### config.mk
export PLATFORM = sky130hd
export DESIGN_NAME = uart_instr_loader
export DESIGN_NICKNAME = d
export VERILOG_FILES = /design/src/rtl/uart_instr_loader.sv
export SDC_FILE = /design/constraint.sdc
export NUM_CORES = 1
export LEC_CHECK = 0
export BUFFER_PORTS_ARGS = -buffer_cell sky130_fd_sc_hd__buf_2
export CORE_ASPECT_RATIO = 1.4
export CORE_MARGIN = 3
export CORE_UTILIZATION = 45
export CTS_CLUSTER_SIZE = 25
export DETAILED_ROUTE_END_ITERATION = 12
export MAX_ROUTING_LAYER = met4
export PLACE_DENSITY_LB_ADDON = 0.1
export SYNTH_ARGS = -nofsm -noshare
export SYNTH_HDL_FRONTEND = slang
export SYNTH_SLANG_ARGS = --single-unit
### constraint.sdc
create_clock -name clk -period 2.2 [get_ports clk]
set_input_delay 0.11 -clock clk [delete_from_list [all_inputs] [get_ports clk]]
set_output_delay 0.11 -clock clk [all_outputs]
set_load 0.1 [all_outputs]
### src/rtl/uart_instr_loader.sv
// UART (8N1) framed loader that writes little-endian instruction words into instruction memory.
// Optional trailing XOR checksum byte is enabled by defining LOADER_CHECKSUM_EN.
module uart_instr_loader #(
    parameter int INSTR_WIDTH  = 32,
    parameter int INSTR_DEPTH  = 256,
    parameter int CLKS_PER_BIT = 434,
    localparam int AW          = $clog2(INSTR_DEPTH)
) (
    input  logic                   clk,
    input  logic                   rst_n,
    input  logic                   uart_rx,
    output logic                   wr_en,
    output logic [AW-1:0]          wr_addr,
    output logic [INSTR_WIDTH-1:0] wr_data,
    output logic                   busy,
    output logic                   done,
    output logic                   err,
    output logic [7:0]             words_loaded
);

    localparam int BYTES = INSTR_WIDTH / 8;
    localparam int CW    = $clog2(CLKS_PER_BIT);
    localparam int BCW   = (BYTES > 1) ? $clog2(BYTES) : 1;
    localparam logic [CW-1:0]  HALF_M1   = CW'(CLKS_PER_BIT / 2 - 1);
    localparam logic [CW-1:0]  BIT_M1    = CW'(CLKS_PER_BIT - 1);
    localparam logic [BCW-1:0] LAST_BYTE = BCW'(BYTES - 1);
    localparam logic [7:0]     HDR_BYTE  = 8'hA5;

    typedef enum logic [1:0] {R_IDLE, R_START, R_DATA, R_STOP} rx_state_t;
    typedef enum logic [2:0] {P_HDR, P_ADDR, P_CNT, P_DATA, P_CSUM, P_FIN} p_state_t;

    logic            rx_meta_q, rx_sync_q, rx_prev_q;
    rx_state_t       rx_state_q;
    logic [CW-1:0]   clk_cnt_q;
    logic [2:0]      bit_idx_q;
    logic [7:0]      rx_shift_q;
    logic            byte_vld_q, frame_err_q;

    p_state_t        p_state_q;
    logic            wr_en_q, busy_q, done_q, err_q;
    logic [AW-1:0]   wr_addr_q;
    logic [INSTR_WIDTH-1:0] wr_data_q;
    logic [7:0]      words_q, cnt_n_q;
    logic [BCW-1:0]  byte_idx_q;
`ifdef LOADER_CHECKSUM_EN
    logic [7:0]      csum_q;

    function automatic logic [7:0] csum_fold(input logic [7:0] acc, input logic [7:0] b);
        return acc ^ b;
    endfunction
`endif

    function automatic logic [AW-1:0] next_addr(input logic [AW-1:0] a);
        if (a == AW'(INSTR_DEPTH - 1)) begin
            return '0;
        end else begin
            return a + AW'(1);
        end
    endfunction

    // Two-flop synchronizer plus one delayed copy for falling-edge detection
    always_ff @(posedge clk) begin
        if (!rst_n) begin
            rx_meta_q <= 1'b1;
            rx_sync_q <= 1'b1;
            rx_prev_q <= 1'b1;
        end else begin
            rx_meta_q <= uart_rx;
            rx_sync_q <= rx_meta_q;
            rx_prev_q <= rx_sync_q;
        end
    end

    // Bit-timing engine: mid-bit sampling, byte strobe or framing error on the stop bit
    always_ff @(posedge clk) begin
        if (!rst_n) begin
            rx_state_q  <= R_IDLE;
            clk_cnt_q   <= '0;
            bit_idx_q   <= 3'd0;
            rx_shift_q  <= 8'h00;
            byte_vld_q  <= 1'b0;
            frame_err_q <= 1'b0;
        end else begin
            byte_vld_q  <= 1'b0;
            frame_err_q <= 1'b0;
            case (rx_state_q)
                R_IDLE: begin
                    clk_cnt_q <= '0;
                    if (rx_prev_q && !rx_sync_q) begin
                        rx_state_q <= R_START;
                    end
                end
                R_START: begin
                    if (clk_cnt_q == HALF_M1) begin
                        clk_cnt_q <= '0;
                        bit_idx_q <= 3'd0;
                        // A line that is high again at mid-start was only a glitch
                        rx_state_q <= rx_sync_q ? R_IDLE : R_DATA;
                    end else begin
                        clk_cnt_q <= clk_cnt_q + CW'(1);
                    end
                end
                R_DATA: begin
                    if (clk_cnt_q == BIT_M1) begin
                        clk_cnt_q  <= '0;
                        rx_shift_q <= {rx_sync_q, rx_shift_q[7:1]};
                        if (bit_idx_q == 3'd7) begin
                            rx_state_q <= R_STOP;
                        end else begin
                            bit_idx_q <= bit_idx_q + 3'd1;
                        end
                    end else begin
                        clk_cnt_q <= clk_cnt_q + CW'(1);
                    end
                end
                R_STOP: begin
                    if (clk_cnt_q == BIT_M1) begin
                        clk_cnt_q   <= '0;
                        byte_vld_q  <= rx_sync_q;
                        frame_err_q <= !rx_sync_q;
                        rx_state_q  <= R_IDLE;
                    end else begin
                        clk_cnt_q <= clk_cnt_q + CW'(1);
                    end
                end
                default: rx_state_q <= R_IDLE;
            endcase
        end
    end

    // Frame parser with registered write/status outputs
    always_ff @(posedge clk) begin
        if (!rst_n) begin
            p_state_q  <= P_HDR;
            wr_en_q    <= 1'b0;
            wr_addr_q  <= '0;
            wr_data_q  <= '0;
            busy_q     <= 1'b0;
            done_q     <= 1'b0;
            err_q      <= 1'b0;
            words_q    <= 8'h00;
            cnt_n_q    <= 8'h00;
            byte_idx_q <= '0;
`ifdef LOADER_CHECKSUM_EN
            csum_q     <= 8'h00;
`endif
        end else begin
            wr_en_q <= 1'b0;
            done_q  <= 1'b0;
            if (wr_en_q) begin
                wr_addr_q <= next_addr(wr_addr_q);
            end
            if (frame_err_q) begin
                // Partial word is simply abandoned; completed writes stand
                err_q     <= 1'b1;
                busy_q    <= 1'b0;
                p_state_q <= P_HDR;
            end else begin
                case (p_state_q)
                    P_HDR: begin
                        if (byte_vld_q && (rx_shift_q == HDR_BYTE)) begin
                            err_q     <= 1'b0;
                            words_q   <= 8'h00;
                            busy_q    <= 1'b1;
                            p_state_q <= P_ADDR;
                        end
                    end
                    P_ADDR: begin
                        if (byte_vld_q) begin
                            wr_addr_q <= rx_shift_q[AW-1:0];
                            p_state_q <= P_CNT;
                        end
                    end
                    P_CNT: begin
                        if (byte_vld_q) begin
                            cnt_n_q    <= rx_shift_q;
                            byte_idx_q <= '0;
`ifdef LOADER_CHECKSUM_EN
                            csum_q     <= 8'h00;
`endif
                            if (rx_shift_q == 8'h00) begin
                                done_q    <= 1'b1;
                                busy_q    <= 1'b0;
                                p_state_q <= P_HDR;
                            end else begin
                                p_state_q <= P_DATA;
                            end
                        end
                    end
                    P_DATA: begin
                        if (byte_vld_q) begin
                            wr_data_q[{byte_idx_q, 3'b000} +: 8] <= rx_shift_q;
`ifdef LOADER_CHECKSUM_EN
                            csum_q <= csum_fold(csum_q, rx_shift_q);
`endif
                            if (byte_idx_q == LAST_BYTE) begin
                                byte_idx_q <= '0;
                                wr_en_q    <= 1'b1;
                                words_q    <= words_q + 8'd1;
                                if ((words_q + 8'd1) == cnt_n_q) begin
`ifdef LOADER_CHECKSUM_EN
                                    p_state_q <= P_CSUM;
`else
                                    p_state_q <= P_FIN;
`endif
                                end
                            end else begin
                                byte_idx_q <= byte_idx_q + BCW'(1);
                            end
                        end
                    end
`ifdef LOADER_CHECKSUM_EN
                    P_CSUM: begin
                        if (byte_vld_q) begin
                            busy_q    <= 1'b0;
                            p_state_q <= P_HDR;
                            if (rx_shift_q == csum_q) begin
                                done_q <= 1'b1;
                            end else begin
                                err_q <= 1'b1;
                            end
                        end
                    end
`endif
                    P_FIN: begin
                        done_q    <= 1'b1;
                        busy_q    <= 1'b0;
                        p_state_q <= P_HDR;
                    end
                    default: p_state_q <= P_HDR;
                endcase
            end
        end
    end

    assign wr_en        = wr_en_q;
    assign wr_addr      = wr_addr_q;
    assign wr_data      = wr_data_q;
    assign busy         = busy_q;
    assign done         = done_q;
    assign err          = err_q;
    assign words_loaded = words_q;

endmodule

==> results of run 1 <==
## power groups by stage
stage	Clock [mW]	Combinational (mW)	Sequential (mW)
after floorplan	0	0.259	1.80
after global placement	0	0.409	1.75
after detailed placement	0	0.414	1.75
after CTS	1.55	0.416	1.71
after global routing	1.63	0.461	1.72
final	1.51	0.419	1.71
## sequential cells by signal, indices dropped and copies added (netlist names), 2 cells and up, named ones only
signal,count
bit_idx_q,3
byte_idx_q,2
clk_cnt_q,9
cnt_n_q,8
p_state_q,3
rx_shift_q,8
words_loaded,8
wr_addr,8
wr_data,32
## layer usage
metal	wire length [µm]	GRT usage (%)
met5	0	-
met2	5160	33.2
met4	110	6.81
met1	4680	25.0
met3	408	4.26
## per-stage QoR
stage	total power, mW	std cells
floorplan	2.06	518
global placement	2.16	663
detailed placement	2.17	663
CTS	3.68	680
global route	3.80	680
finish	3.64	680
## synthesized netlist by cell type (2+ instances only)
cell type | count | share of area [%]
a211o_1 | 2 | 0.41
a211oi_1 | 5 | 0.87
a21o_1 | 3 | 0.52
a21oi_1 | 54 | 6.3
a22oi_1 | 3 | 0.52
a311oi_1 | 4 | 0.81
a32oi_1 | 2 | 0.41
and2_1 | 8 | 1.2
and3_1 | 5 | 0.72
and3b_1 | 2 | 0.41
and4_1 | 2 | 0.41
buf_2 | 10 | 1.2
buf_6 | 3 | 0.78
clkbuf_1 | 21 | 1.8
dfxtp_1 | 92 | 43
ha_1 | 13 | 3.8
inv_1 | 11 | 0.95
mux2i_1 | 10 | 2.3
nand2_1 | 61 | 5.3
nand2b_1 | 8 | 1.2
nand3_1 | 47 | 5.4
nand3b_1 | 3 | 0.52
nand4_1 | 6 | 0.87
nand4b_1 | 2 | 0.41
nor2_1 | 41 | 3.6
nor2b_1 | 9 | 1.3
nor3_1 | 8 | 0.93
nor3b_1 | 6 | 1.0
nor4_1 | 4 | 0.58
nor4b_1 | 2 | 0.41
o21a_1 | 4 | 0.69
o21ai_0 | 16 | 1.9
o21bai_1 | 2 | 0.35
o22ai_1 | 2 | 0.29
or3_1 | 2 | 0.29
or4_1 | 4 | 0.69
xnor2_1 | 9 | 1.8
xor2_1 | 11 | 2.2
## how the worst max path moves through the flow
stage                                      start                            to  cells after the start
floorplan           words_loaded[4]$_SDFFE_PN0P_     p_state_q[2]$_SDFFE_PP0P_                      5
global placement      rx_shift_q[4]$_SDFFE_PN0P_             busy$_SDFFE_PP0P_                      4
detailed placement    rx_shift_q[4]$_SDFFE_PN0P_             busy$_SDFFE_PP0P_                      4
CTS                   rx_shift_q[2]$_SDFFE_PN0P_  words_loaded[6]$_SDFFE_PN0P_                      5
global route          rx_shift_q[2]$_SDFFE_PN0P_  words_loaded[0]$_SDFFE_PN0P_                      5
finish                rx_shift_q[2]$_SDFFE_PN0P_  words_loaded[3]$_SDFFE_PN0P_                      5
## layout make-up
| cell class | count | area, µm² | share of cell area (%) |
|---|---|---|---|
| Timing Repair Buffer | 73 | 428 | 8.52 |
| Clock inverter | 7 | 65.1 | 1.29 |
| Clock buffer | 9 | 225 | 4.48 |
| Inverter | 12 | 45.0 | 0.896 |
| Tap cell | 107 | 134 | 2.66 |
| Multi-Input combinational cell | 380 | 2280 | 45.4 |
| Sequential cell | 92 | 1850 | 36.8 |
## timing repair
action	CTS	global route
setup buffers	0	0
endpoints found under the setup margin	0	0
hold buffers	1	0
hold endpoints to repair	1	0
## logic make-up (layout without fill, tap and decap cells)
family,count (synthesis),after routing
AND/OR/NAND/NOR,228,228
AO/OA/AOI/OAI,109,109
flip-flops,92,92
buffers and inverters,46,101
XOR/XNOR,20,20
adder cells (fa/ha/maj),13,13
multiplexers,10,10
==> impl_metrics.toml, run 1 <==
[min_path]
hold_class = "primary input to flip-flop"
holdPathStages = 2
min_from = "rst_n"
worstHoldEndpoint = "rx_prev_q$_SDFF_PN1_"

[clock_network]
cts_sinks = 92
clockBufferDepth = 2
ctsResizeCount = 0
numCtsBuffers = 9
cts_root_buf = "clkbuf_16"
clock_latency_ps = 350
clkTransAtPathRegs_ps = 70
cts_tree = "built"
htreeDepth = 3

[run]
maxCapViolCount = 0

[power_and_ir_drop]
pwr-share-clk_pct = 41.5
vdd_ir_drop_max_uv = 496
p_seq_share_pct = 47.0
p_comb_share_pct = 11.5
internal_power_mw = 2.63
switchingPower_mw = 1.01
power_density_nw_per_um2 = 725
p_sw_share_pct = 27.7
p_leak_nw = 1.94

[critical_path]
r2r-start = "rx_shift_q[2]$_SDFFE_PN0P_"
start_kind = "flip-flop"
cpMaxStageDelayCell = "dfxtp_1"
r2r_end = "words_loaded[3]$_SDFFE_PN0P_"
critical_path_required_ps = 2470
rr_worst_depth = 5
path_buf_inv = 0
slowest_delay_ps = 560
cp_top_family = "simple AND/OR/NAND/NOR gates"
arrival_ps = 2220
r2r_setup_slack_ps = 250
end_kind = "flip-flop"
worst-setup-path-type = "flip-flop to flip-flop"
crit_chain = "and4_1 > nand4_2 > and2_4 > or4_1 > a21oi_1"
crit_fanout = 10

[logic_synthesis]
synth-simple-area-share_pct = 27.2
synth_cell_types = 59
synth_fa_ha_area_share_pct = 3.76
yosysWarningCount = 0
synth_nets = 534
synth_xor_xnor_area_share_pct = 4.05
synthCells = 518
synth_compound_area_share_pct = 15.3
synth_top_family_by_area = "simple AND/OR/NAND/NOR gates"
ys_seq_area_share_pct = 42.6
ys.flop_type = "dfxtp_1"
async_reset_ff_share_pct = 0
synth-seq-cells = 92
syn_area_um2 = 4320
avgSynthCellArea_um2 = 8.35
synth_mux_area_share_pct = 2.31
synth_enable_flop_cells = 0

[finish]
syn_to_final_growth_pct = 16.2
nNetsFinal = 584
fillers = 851
drive_above_1_share_pct = 17.8
num_antenna_cells = 0
final_common_cell = "dfxtp_1"
final_cell_mix = "dfxtp_1 (88), nand2_1 (61), a21oi_1 (54), buf_2 (54), nand3_1 (47)"
utilization_pct = 54.7
fin_area_um2 = 5020

[timing]
finalSetupViolCount = 0
min_period_ps = 1950
rsz0062_at_grt = "false"
finalMaxSlewViolations = 0
fin_tns_setup_ps = 0
worst_slew_pin_slew_ps = 596
fmax_mhz = 513
hold_viol = 0
fin_crit_sh_pct = 88.6
slew-limit-headroom_pct = 60.2
fin_ws_ps = 251
whs_ps = 97.5
fin_skew_ps = 7.67

[floorplanning]
die_area_um2 = 10800
ios = 55
fp-row-count = 41
die_w_um = 88.8
coreArea_um2 = 9180
start_util_pct = 47.1
die_h_um = 122

[detailed_routing]
vias = 3808
routed_wl_um = 10400
vias_per_cell = 5.60
wl_per_cell_um = 15.2
ant_nets = 0
dr.pass1.iters = 7
drt_drc_violations_left = 0
first_iter_violations = 253

[placed_design]
dp_slack_ps = 281
place_hpwl_um = 7340
port_buffers = 54
gp_congestion = 0.861
place_area_um2 = 4720

[global_route]
antenna_found_initial = 0
grt_pass1_wl_um = 17000
grtUsageTotal_pct = 20.4
overflow = 0
grt_pass1_vias = 3582
grt_max_degree = 33

[status]
status = "completed"
Note: power is estimated with default switching activity, not from simulation.
==> run 2: changes to the inputs <==
BUFFER_PORTS_ARGS = default   (was -buffer_cell sky130_fd_sc_hd__buf_2)
DONT_BUFFER_PORTS = 1   (was default)
==> run 2 against run 1 <==
Against the previous run: hold slack lost 7.4 ps; non-clock buffer count shrank 2; via count grew 0.18%; sequential power grew 2%; wire length grew 1.2%; critical path type unchanged; critical endpoint is now words_loaded[5]$_SDFFE_PN0P_.
==> impl_metrics.toml, run 2 (synthesized netlist as in run 1, its figures left out) <==
[critical_path]
crit_fanout = 10
cpMaxStageDelayCell = "dfxtp_1"
slowest_delay_ps = 570
crit_chain = "and4_1 > nand4_2 > and2_4 > or4_1 > a21oi_1"
start_kind = "flip-flop"
arrival_ps = 2220
path_buf_inv = 0
worst-setup-path-type = "flip-flop to flip-flop"
critical_path_required_ps = 2460
cp_top_family = "simple AND/OR/NAND/NOR gates"
end_kind = "flip-flop"

[clock_network]
clockBufferDepth = 2
numCtsBuffers = 9
cts_tree = "built"
clock_latency_ps = 340
cts_sinks = 92
ctsResizeCount = 0
clkTransAtPathRegs_ps = 60
htreeDepth = 3
cts_root_buf = "clkbuf_16"

[floorplanning]
die_h_um = 122
die_w_um = 88.8
coreArea_um2 = 9180
die_area_um2 = 10800
ios = 55
fp-row-count = 41
start_util_pct = 47.1

[placed_design]
place_hpwl_um = 7370
dpl.cell_count = 660
dp_slack_ps = 249
place_area_um2 = 4840
port_buffers = 0
gp_congestion = 0.855

[timing]
fin_ws_ps = 237
hold_viol = 0
fin_tns_setup_ps = 0
slew-limit-headroom_pct = 51.5
min_period_ps = 1960
fin_crit_sh_pct = 89.2
finalMaxSlewViolations = 0
finalSetupViolCount = 0
worst_slew_pin_slew_ps = 726
fin_skew_ps = 4.22
fmax_mhz = 510
rsz0062_at_grt = "false"

[detailed_routing]
routed_wl_um = 10500
wl_per_cell_um = 15.5
first_iter_violations = 170
vias_per_cell = 5.63
vias = 3815
ant_nets = 0
dr.pass1.iters = 4
drt_drc_violations_left = 0

[finish]
fin_area_um2 = 5130
final_common_cell = "dfxtp_1"
nNetsFinal = 582
drive_above_1_share_pct = 17.0
num_antenna_cells = 0
largest_reg_flops = 32
stdcell_count = 678
final_cell_mix = "dfxtp_1 (88), buf_4 (68), nand2_1 (61), a21oi_1 (54), nand3_1 (47)"
syn_to_final_growth_pct = 18.6

[global_route]
grt_pass1_vias = 3678
antenna_found_initial = 0
grt_max_degree = 40
grtUsageTotal_pct = 21.1
overflow = 0
grt_pass1_wl_um = 17600

[power_and_ir_drop]
p_leak_nw = 1.91
power_density_nw_per_um2 = 690
total_power_mw = 3.54
vdd_ir_drop_max_uv = 448

[min_path]
hold_class = "primary input to flip-flop"

[run]
maxCapViolCount = 0

[status]
status = "completed"
## run 2: cell count changes in the layout (fill, tap and decap cells not counted), moves of 2 or more
cell,delta
buf_4,+51
inv_6,-3
buf_2,-54
clkbuf_1,+2
clkinv_2,+2
inv_8,-2
## run 2: power by group
| part | leakage (nW) | total [mW] | internal, mW | switching, mW |
|---|---|---|---|---|
| clock network | 0.129 | 1.42 | 0.793 | 0.624 |
| logic | 1.03 | 0.374 | 0.138 | 0.236 |
| registers | 0.744 | 1.75 | 1.69 | 0.0526 |
## run 2: final cells by class
class	instances	area (µm²)
Fill cell	833	4050
Multi-Input combinational cell	380	2280
Timing Repair Buffer	71	551
Sequential cell	92	1850
Tap cell	107	134
Inverter	12	45.0
Clock inverter	4	25.0
Clock buffer	12	246
## run 2: layer usage
layer	share of wire, %	vias to the layer above	global-route usage, %
met3	4.2	15	4.19
li1	-	1910	-
met4	1.9	0	7.47
met2	50	75	34.5
met5	0	-	-
met1	43	1815	25.6
## run 2: final timing paths
path / from / to / slack (ps) / depth (start not counted)
setup reg to reg: rx_shift_q[2]$_SDFFE_PN0P_ / words_loaded[5]$_SDFFE_PN0P_ / 240 / 5
hold reg to reg: rx_meta_q$_SDFF_PN1_ / rx_sync_q$_SDFF_PN1_ / 410 / 1
hold / removal: rst_n / clk_cnt_q[1]$_SDFF_PN0_ / 90 / 3
setup / recovery: rx_shift_q[2]$_SDFFE_PN0P_ / words_loaded[5]$_SDFFE_PN0P_ / 240 / 5
## run 2: worst register-to-register path, delay by kind of cell, from the launching register on
family / cells / cell delay [ps]
AOI/OAI and AO/OA: 1 / 150
DFF: 1 / 570
and+or+nand+nor: 4 / 1180
## run 2: through the flow
step | hold slack, ps | utilization [%]
6_report | 90.1 | 55.9
2_1_floorplan | 211 | -
3_3_place_gp | 186 | 52.7
4_1_cts | 79.7 | 55.9
3_5_place_dp | 191 | 52.7
5_1_grt | 108 | 55.9
## run 2: what timing repair did
action | in CTS | in global routing
endpoints found under the hold margin | 9 | 0
hold buffers | 2 | 0
setup buffers | 0 | 0
==> run 3: changes to the inputs <==
ABC_AREA = 1   (was default)
==> run 3 against run 2 <==
Against the previous run: final area up 1.3%; critical path depth up 5; non-clock buffer count down 3; die area up 0.52%; critical path type unchanged; largest cell class unchanged; highest routed layer unchanged.
==> impl_metrics.toml, run 3 <==
[critical_path]
crit_fanout = 10
critical_path_required_ps = 2410
start_kind = "flip-flop"
worst-setup-path-type = "flip-flop to flip-flop"
end_kind = "flip-flop"
rr_worst_depth = 10
arrival_ps = 2170

[clock_network]
cts_root_buf = "clkbuf_16"
postCtsSetupBuffers = 0
clkTransAtPathRegs_ps = 70
clockBufferDepth = 2
cts_hold_buf = 2
cts_sinks = 92
htreeDepth = 3
cts_tree = "built"
numCtsBuffers = 9
ctsResizeCount = 0
clock_latency_ps = 340

[floorplanning]
die_w_um = 89.1
coreArea_um2 = 9230
fp-row-count = 41
ios = 55
start_util_pct = 47.1
die_h_um = 122
die_area_um2 = 10900

[finish]
multi_input_area_um2 = 2140
syn_to_final_growth_pct = 19.5
nNetsFinal = 676
utilization_pct = 56.3
final_common_cell = "nand2_1"
num_antenna_cells = 0
final_cell_mix = "nand2_1 (130), dfxtp_1 (87), buf_4 (66), inv_1 (65), a21oi_1 (65)"
fillers = 900
seqCellArea_um2 = 1850
largest_reg_flops = 32
drive_above_1_share_pct = 15.5

[timing]
fmax_mhz = 511
fin_skew_ps = 5.66
rsz0062_at_grt = "false"
min_period_ps = 1960
fin_crit_sh_pct = 89.0
fin_tns_setup_ps = 0
worst_slew_pin_slew_ps = 812
finalMaxSlewViolations = 0
hold_viol = 0
slew-limit-headroom_pct = 45.7
finalSetupViolCount = 0

[min_path]
holdPathStages = 4
hold_class = "primary input to flip-flop"

[placed_design]
place_hpwl_um = 7740
gp_congestion = 0.848
port_buffers = 0

[logic_synthesis]
avgSynthCellArea_um2 = 7.21
synth_enable_flop_cells = 0
synth_cell_types = 41
netlist.area_leader.share_pct = 42.4
yosysTopAreaCell = "dfxtp_1"
synth-seq-cells = 92
synth-simple-area-share_pct = 30.0
ys_seq_area_share_pct = 42.4
yosysWarningCount = 0
syn_area_um2 = 4350
synth_most_common_cell = "nand2_1"
async_reset_ff_share_pct = 0
synth_fa_ha_area_share_pct = 3.74
synth_mux_area_share_pct = 0
synth_nets = 619
synth_xor_xnor_area_share_pct = 1.41
ys.flop_type = "dfxtp_1"
synth_compound_area_share_pct = 14.0
synthCells = 603
synthTopCellsByCount = "nand2_1 (130), dfxtp_1 (92), a21oi_1 (65), inv_1 (65), nor2_1 (61)"
synth_top_cells_by_area = "dfxtp_1 (42%), nand2_1 (11%), a21oi_1 (7.5%)"
synth_top_family_by_area = "simple AND/OR/NAND/NOR gates"

[power_and_ir_drop]
power_density_nw_per_um2 = 635
p_leak_nw = 2.05
vdd_ir_drop_max_uv = 422

[global_route]
antenna_found_initial = 0
grt_max_degree = 52
grt_pass1_vias = 3793
grtUsageTotal_pct = 20.9
overflow = 0
grt_pass1_wl_um = 17300

[detailed_routing]
routed_wl_um = 10700
dr.pass1.iters = 4
wl_per_cell_um = 13.9
ant_nets = 0
vias_per_cell = 5.19
vias = 4010
first_iter_violations = 210
drt_drc_violations_left = 0

[status]
status = "completed"

[run]
maxCapViolCount = 0
run 3: worst max-delay path, stage by stage, from the launching register on:
cell and delay (ps):
dfxtp_1 420, inv_1 120, nor2_1 120, nand4_2 150
o21ai_4 220, nand2_2 100, nor3_4 300, buf_4 220
nand2_1 50, o21ai_1 80, nor2_1 50
run 3: power breakdown:
part	switching [mW]	internal, mW	total, mW
combinational	0.0463	0.0193	0.0656
sequential	0.00682	1.67	1.68
clock	0.646	0.909	1.55
run 3: kinds of logic after synthesis:
group,count (synthesis)
and+or+nand+nor,287
AOI/OAI and AO/OA,113
DFF,92
buffers and inverters,91
adders and majority gates,13
xor gates and xnor gates,7
run 3: final cells by class:
type	instances	share of cell area, %
clock inverter	6	1.23
tap	107	2.58
timing repair buffer	68	9.92
multi-input combinational	420	41.1
inverter	69	4.98
clock buffer	10	4.60
sequential	92	35.6
run 3: final timing paths:
path / start / slack, ps / to
worst min register to register: rx_meta_q$_SDFF_PN1_ / 410 / rx_sync_q$_SDFF_PN1_
worst max-delay path: rx_shift_q[2]$_SDFFE_PN0P_ / 240 / words_loaded[1]$_SDFFE_PN0P_
worst max register to register: rx_shift_q[2]$_SDFFE_PN0P_ / 240 / words_loaded[1]$_SDFFE_PN0P_
worst min-delay path: rst_n / 7 / p_state_q[1]$_SDFFE_PP0P_
run 3: per-layer routing:
layer  GRT usage, %  share of wire (%)  vias to the layer above  wire length, µm
met5              -                  0                        -                0
met4           10.1                3.0                        0              319
met3           3.43                4.1                       16              438
met2           34.9                 50                       81             5320
met1           24.0                 43                     1814             4620
li1               -                  -                     2099                -
run 3: through the flow:
stage                     setup slack (ps)  power (mW)  hold slack (ps)  instances  area [µm²]
after detailed placement               276        1.77              213        754        4870
final                                  241        3.30             7.42        772        5200
after CTS                              261        3.34             1.92        772        5200
after floorplan                       41.9        1.77              217        603        4350
after global placement                 342        1.77              217        754        4870
after global routing                  29.8        3.41             19.8        772        5200
